==> src/rtl/ir_nec_pkg.sv <==
// Shared NEC IR protocol definitions: FSM states, per-state durations in NEC units.
// Used by both the transmitter and the receiver so their timing stays in lockstep.
package ir_nec_pkg;

    typedef enum logic [2:0] {
        IDLE,
        START_MARK,
        START_SPACE,
        BIT_MARK,
        BIT_SPACE,
        STOP_MARK
    } nec_state_t;

    localparam int UNIT_CNT_W = 5;

    localparam logic [UNIT_CNT_W-1:0] START_MARK_UNITS   = 5'd16;
    localparam logic [UNIT_CNT_W-1:0] START_SPACE_UNITS  = 5'd8;
    localparam logic [UNIT_CNT_W-1:0] REPEAT_SPACE_UNITS = 5'd4;
    localparam logic [UNIT_CNT_W-1:0] BIT_MARK_UNITS     = 5'd1;
    localparam logic [UNIT_CNT_W-1:0] ZERO_SPACE_UNITS   = 5'd1;
    localparam logic [UNIT_CNT_W-1:0] ONE_SPACE_UNITS    = 5'd3;
    localparam logic [UNIT_CNT_W-1:0] STOP_MARK_UNITS    = 5'd1;

    // Length of a state in NEC units; the bit space depends on the bit being sent.
    function automatic logic [UNIT_CNT_W-1:0] state_units(input nec_state_t st,
                                                          input logic rpt,
                                                          input logic bit_val);
        logic [UNIT_CNT_W-1:0] u;
        case (st)
            START_MARK:  u = START_MARK_UNITS;
            START_SPACE: u = rpt ? REPEAT_SPACE_UNITS : START_SPACE_UNITS;
            BIT_MARK:    u = BIT_MARK_UNITS;
            BIT_SPACE:   u = bit_val ? ONE_SPACE_UNITS : ZERO_SPACE_UNITS;
            STOP_MARK:   u = STOP_MARK_UNITS;
            default:     u = 5'd1;
        endcase
        return u;
    endfunction

    function automatic logic is_mark(input nec_state_t st);
        return (st == START_MARK) || (st == BIT_MARK) || (st == STOP_MARK);
    endfunction

endpackage

==> src/rtl/ir_unit_timer.sv <==
// Unit prescaler: pulses unit_tick_o on the last cycle of every UNIT_TICKS-cycle unit.
// clr_i restarts the unit so each new state begins on a fresh unit boundary.
module ir_unit_timer #(
    parameter int UNIT_TICKS    = 562,
    parameter int COUNTER_WIDTH = 16
) (
    input  logic clk_i,
    input  logic rst_i,
    input  logic clr_i,
    output logic unit_tick_o
);

    logic [COUNTER_WIDTH-1:0] cnt_q, cnt_d;

    assign unit_tick_o = (cnt_q == COUNTER_WIDTH'(UNIT_TICKS - 1));

    always_comb begin
        cnt_d = cnt_q + COUNTER_WIDTH'(1);
        if (clr_i || unit_tick_o) begin
            cnt_d = '0;
        end
    end

    always_ff @(posedge clk_i) begin
        if (rst_i) begin
            cnt_q <= '0;
        end else begin
            cnt_q <= cnt_d;
        end
    end

endmodule

==> src/rtl/ir_nec_tx.sv <==
// NEC IR frame generator: serialises address/~address/data/~data (LSB first) or a repeat
// frame into an active-low mark/space waveform; all outputs registered, send ignored while busy.
module ir_nec_tx
    import ir_nec_pkg::*;
#(
    parameter int UNIT_TICKS    = 562,
    parameter int COUNTER_WIDTH = 16,
    parameter int ADDRESS_WIDTH = 8,
    parameter int DATA_WIDTH    = 8
) (
    input  logic                     CLK,
    input  logic                     RST,
    input  logic [ADDRESS_WIDTH-1:0] address,
    input  logic [DATA_WIDTH-1:0]    data,
    input  logic                     send,
    input  logic                     repeat_code,
    output logic                     IR,
    output logic                     busy,
    output logic                     done
);

    localparam int TOTAL_BITS = 2 * (ADDRESS_WIDTH + DATA_WIDTH);
    localparam int BIT_CNT_W  = $clog2(TOTAL_BITS);

    nec_state_t                  state_q, state_d;
    logic [TOTAL_BITS-1:0]       shift_q, shift_d;
    logic                        rpt_q, rpt_d;
    logic [BIT_CNT_W-1:0]        bit_cnt_q, bit_cnt_d;
    logic [UNIT_CNT_W-1:0]       unit_cnt_q, unit_cnt_d;
    logic                        ir_q, ir_d;
    logic                        busy_q, busy_d;
    logic                        done_q, done_d;
    logic [UNIT_CNT_W-1:0]       units;
    logic                        unit_tick;
    logic                        state_end;
    logic                        timer_clr;

    ir_unit_timer #(
        .UNIT_TICKS    (UNIT_TICKS),
        .COUNTER_WIDTH (COUNTER_WIDTH)
    ) u_timer (
        .clk_i       (CLK),
        .rst_i       (RST),
        .clr_i       (timer_clr),
        .unit_tick_o (unit_tick)
    );

    assign units     = state_units(state_q, rpt_q, shift_q[0]);
    assign state_end = unit_tick && (unit_cnt_q == units - UNIT_CNT_W'(1));
    assign timer_clr = (state_d != state_q) || (state_q == IDLE);

    always_comb begin
        state_d    = state_q;
        shift_d    = shift_q;
        rpt_d      = rpt_q;
        bit_cnt_d  = bit_cnt_q;
        unit_cnt_d = unit_cnt_q;
        done_d     = 1'b0;

        if (unit_tick) begin
            unit_cnt_d = unit_cnt_q + UNIT_CNT_W'(1);
        end

        case (state_q)
            IDLE: begin
                if (send) begin
                    state_d   = START_MARK;
                    shift_d   = {~data, data, ~address, address};
                    rpt_d     = repeat_code;
                    bit_cnt_d = '0;
                end
            end
            START_MARK: begin
                if (state_end) state_d = START_SPACE;
            end
            START_SPACE: begin
                if (state_end) state_d = rpt_q ? STOP_MARK : BIT_MARK;
            end
            BIT_MARK: begin
                if (state_end) state_d = BIT_SPACE;
            end
            BIT_SPACE: begin
                if (state_end) begin
                    shift_d = shift_q >> 1;
                    if (bit_cnt_q == BIT_CNT_W'(TOTAL_BITS - 1)) begin
                        state_d = STOP_MARK;
                    end else begin
                        state_d   = BIT_MARK;
                        bit_cnt_d = bit_cnt_q + BIT_CNT_W'(1);
                    end
                end
            end
            STOP_MARK: begin
                if (state_end) begin
                    state_d = IDLE;
                    done_d  = 1'b1;
                end
            end
            default: state_d = IDLE;
        endcase

        // Unit count is per-state; a back-to-back state starts again at zero.
        if (state_d != state_q) begin
            unit_cnt_d = '0;
        end

        ir_d   = ~is_mark(state_d);
        busy_d = (state_d != IDLE);
    end

    always_ff @(posedge CLK) begin
        if (RST) begin
            state_q    <= IDLE;
            shift_q    <= '0;
            rpt_q      <= 1'b0;
            bit_cnt_q  <= '0;
            unit_cnt_q <= '0;
            ir_q       <= 1'b1;
            busy_q     <= 1'b0;
            done_q     <= 1'b0;
        end else begin
            state_q    <= state_d;
            shift_q    <= shift_d;
            rpt_q      <= rpt_d;
            bit_cnt_q  <= bit_cnt_d;
            unit_cnt_q <= unit_cnt_d;
            ir_q       <= ir_d;
            busy_q     <= busy_d;
            done_q     <= done_d;
        end
    end

    assign IR   = ir_q;
    assign busy = busy_q;
    assign done = done_q;

endmodule

==> config.mk <==
export PLATFORM = sky130hd
export DESIGN_NAME = ir_nec_tx
export DESIGN_NICKNAME = d
export VERILOG_FILES = /design/src/rtl/ir_nec_pkg.sv /design/src/rtl/ir_unit_timer.sv /design/src/rtl/ir_nec_tx.sv
export SDC_FILE = /design/constraint.sdc
export NUM_CORES = 1
export LEC_CHECK = 0
export BUFFER_PORTS_ARGS = -buffer_cell sky130_fd_sc_hd__buf_4
export CAP_MARGIN = 0
export CORE_MARGIN = 2
export CORE_UTILIZATION = 55
export DETAILED_ROUTE_END_ITERATION = 8
export HOLD_SLACK_MARGIN = 0.15
export PLACE_DENSITY = 0.83
export SLEW_MARGIN = 30
export SYNTH_ARGS = -nofsm -noshare
export SYNTH_HDL_FRONTEND = slang
export SYNTH_SLANG_ARGS = --single-unit
==> constraint.sdc <==
create_clock -name CLK -period 3.7 [get_ports CLK]
set_clock_uncertainty 0.05 [all_clocks]
set_input_delay 0.185 -clock CLK [delete_from_list [all_inputs] [get_ports CLK]]
set_output_delay 0.185 -clock CLK [all_outputs]
set_load 0.1 [all_outputs]
==> flow_metrics.env <==
export IMPL_cp_start_kind="flip-flop"
export IMPL_maxSlewViolCount=0
export IMPL_syn_to_final_growth_pct=19.7
export IMPL_place_area_mm2=0.00319
export IMPL_numCtsBuffers=9
export IMPL_outcome="finished, final reports clean"
export IMPL_startpoint="state_q[1]$_SDFF_PP0_"
export IMPL_rows=26
export IMPL_post_place_ws_ns=0.650
export IMPL_dieArea_mm2=0.00603
export IMPL_die_h_um=77.7
export IMPL_yosys_top_cells_count="dfxtp_1, nand2_1, nor2_1, a21oi_1, o211ai_1"
export IMPL_crit_family="simple AND/OR/NAND/NOR gates"
export IMPL_synth_top_area_share_pct=43.6
export IMPL_synthArstFlopShare_pct=0
export IMPL_hold_ws_ns=0.171
export IMPL_max_clock_path_buffers=2
export IMPL_timing_fmax_ghz=0.325
export IMPL_avgViaCountPerCell=5.63
export IMPL_nFillCells=431
export IMPL_path_buf_inv=0
export IMPL_multi_input_area_mm2=0.00155
export IMPL_end_kind="flip-flop"
export IMPL_cts_repair_resized=0
export IMPL_final_min_clock_period_ns=3.07
export IMPL_cts_max_level=3
export IMPL_synth_seq_cells=65
export IMPL_rsz0062_at_grt="false"
export IMPL_grt_start_max_net_pins=41
export IMPL_utilization_pct=69.0
export IMPL_vias=2627
export IMPL_n_antenna_cell=0
export IMPL_numPortBuffers=22
export IMPL_period_share_pct=83.1
export IMPL_start_util_pct=57.7
export IMPL_r2r_end="busy$_SDFF_PP0_"
export IMPL_synth_cells=356
export IMPL_synth_avg_cell_area_um2=8.38
export IMPL_path_clk_slew_ns=0.07
export IMPL_grt_pass1_wl_mm=11.3
export IMPL_worstPathArrival_ns=3.25
export IMPL_yosysSeqAreaShare_pct=43.6
export IMPL_vdd_drop_max_mv=0.343
export IMPL_hold_path_class="in -> reg"
export IMPL_reg2reg_slack_ns=0.63
export IMPL_die_width_um=77.7
export IMPL_dp_cells=434
export IMPL_fin_setup_tns_ns=0
export IMPL_path_cells="xnor2_1 -> nor2_1 -> ha_1 -> nor2b_1 -> or3_1 -> a22oi_2 -> and3_1 -> mux2_2 -> or3_1"
export IMPL_synthTopCellsByArea="dfxtp_1, nand2_1, nor2_1"
export IMPL_worstMarginPinSlew_ns=0.672
export IMPL_grt_pass1_vias=2482
export IMPL_io_pins=23
export IMPL_place_hpwl_mm=4.13
export IMPL_worst_slack_ns=0.626
export IMPL_synth_distinct_cells=44
export IMPL_seqCellArea_mm2=0.00130
export IMPL_slowest_delay_ns=0.61
export IMPL_first_iter_violations=178
export IMPL_drive_above_1_share_pct=12.3
export IMPL_leakage_nw=1.34
export IMPL_final_cells=467
export IMPL_worstPathMaxFanout=14
export IMPL_track_usage_pct=23.5
export IMPL_cts_tree="done"
export IMPL_post_route_drc_count=0
export IMPL_synth_fp_nets=382
export IMPL_postRouteAntennaNets=0
export IMPL_finalPower_mw=1.52
export IMPL_critical_path_class="reg -> reg"
export IMPL_antenna_found_initial=0
export IMPL_synth_most_common_cell="dfxtp_1"
export IMPL_final_cell_area_mm2=0.00357
export IMPL_cts_sinks=65
export IMPL_r2r_start="state_q[1]$_SDFF_PP0_"
export IMPL_routabilityCongestion=0.865
export IMPL_wl_mm=6.49
export IMPL_cp_num_cells=9
export IMPL_overflow=0
export IMPL_cp_required_ns=3.88
export IMPL_crit_slowest_cell="dfxtp_1"
export IMPL_synth_area_mm2=0.00298
export IMPL_fp_coreArea_mm2=0.00517
export IMPL_slew_headroom_pct=54.7
export IMPL_path_common_cell="or3_1"
export IMPL_synth_edf_count=0
export IMPL_nNetsFinal=418
export IMPL_ff2ff_path_depth=9
export IMPL_firstDrtPassIters=4
export IMPL_ys_flop_type="dfxtp_1"
export IMPL_synth_warnings=0
export IMPL_maxCapViolCount=0
export IMPL_setup_violations_final=0
export IMPL_yosys_area_top_type="dfxtp_1"
export IMPL_insertion_delay_ns=0.35
export IMPL_wl_per_cell_um=13.9
export IMPL_critical_path_endpoint="busy$_SDFF_PP0_"
export IMPL_clockRootBuffer="clkbuf_8"
export IMPL_hold_viol_final=0
export IMPL_power_density_mw_per_mm2=426
[power by group]
part,switching (mW),internal (mW),total [mW],leakage [nW]
sequential,0.0171,0.729,0.746,0.531
combinational,0.0863,0.0671,0.153,0.706
clock,0.275,0.348,0.623,0.103
[placed cells by master (no fill, tap or decap), types with 6 or more instances in the layout]
cell           count
buf_4             27
a21oi_1           24
o211ai_1          16
nand4_1            7
dfxtp_1           65
a311oi_1          15
inv_1              8
xor2_1            14
nor2_1            50
o21ai_0            7
clkbuf_8          11
dlygate4sd3_1     17
xnor2_1            8
nand2_1           58
ha_1               6
nand3_1            8
or3_1              6
[kinds of logic (layout without fill, tap and decap cells)]
group                    after synthesis  count (layout)  synth area share [%]
AO/OA/AOI/OAI                         74              74                  16.9
XOR/XNOR                              22              22                  6.46
adder cells (fa/ha/maj)                6               6                  2.52
buffers and inverters                 28              69                  4.36
flip-flops                            65              65                  43.6
multiplexers                           3               3                  1.05
AND/OR/NAND/NOR                      158             158                  25.1
[routing by layer]
metal	global-route usage, %	share of wire [%]
met4	8.21	1.8
met5	0	0
met3	6.63	4.4
met1	30.9	45
met2	37.0	48
[flip-flops by register name, indices dropped and copies added, names as in the netlist]
signal and count:
busy 1, state_q 3, bit_cnt_q 5, unit_cnt_q 5, shift_q 32, done 1
rpt_q 1, IR 1, u_timer.cnt_q 16
[tightest hold or removal path, stage by stage]
cell	delay, ns
buf_4	0.08
nand2_1	0.10
nand2_1	0.09
a21oi_1	0.05
[what timing repair did]
action,4_1_cts,5_1_grt
hold buffers,17,0
hold endpoints to repair,32,0
setup buffers,0,0
[cell type report]
type / instances / share of cell area [%]
Clock buffer: 12 / 4.34
Timing Repair Buffer: 45 / 11.0
Multi-Input combinational cell: 263 / 43.5
Clock inverter: 4 / 1.44
Sequential cell: 65 / 36.4
Tap cell: 70 / 2.45
Inverter: 8 / 0.841
[worst min-delay path by stage]
stage	startpoint	endpoint	cells after the start
after floorplan	repeat_code	rpt_q$_SDFFE_PP0P_	2
after global routing	send	rpt_q$_SDFFE_PP0P_	4
after global placement	repeat_code	rpt_q$_SDFFE_PP0P_	3
after CTS	send	rpt_q$_SDFFE_PP0P_	4
after detailed placement	repeat_code	rpt_q$_SDFFE_PP0P_	3
final	send	rpt_q$_SDFFE_PP0P_	4
No activity file was read; power rests on OpenSTA's default activity.
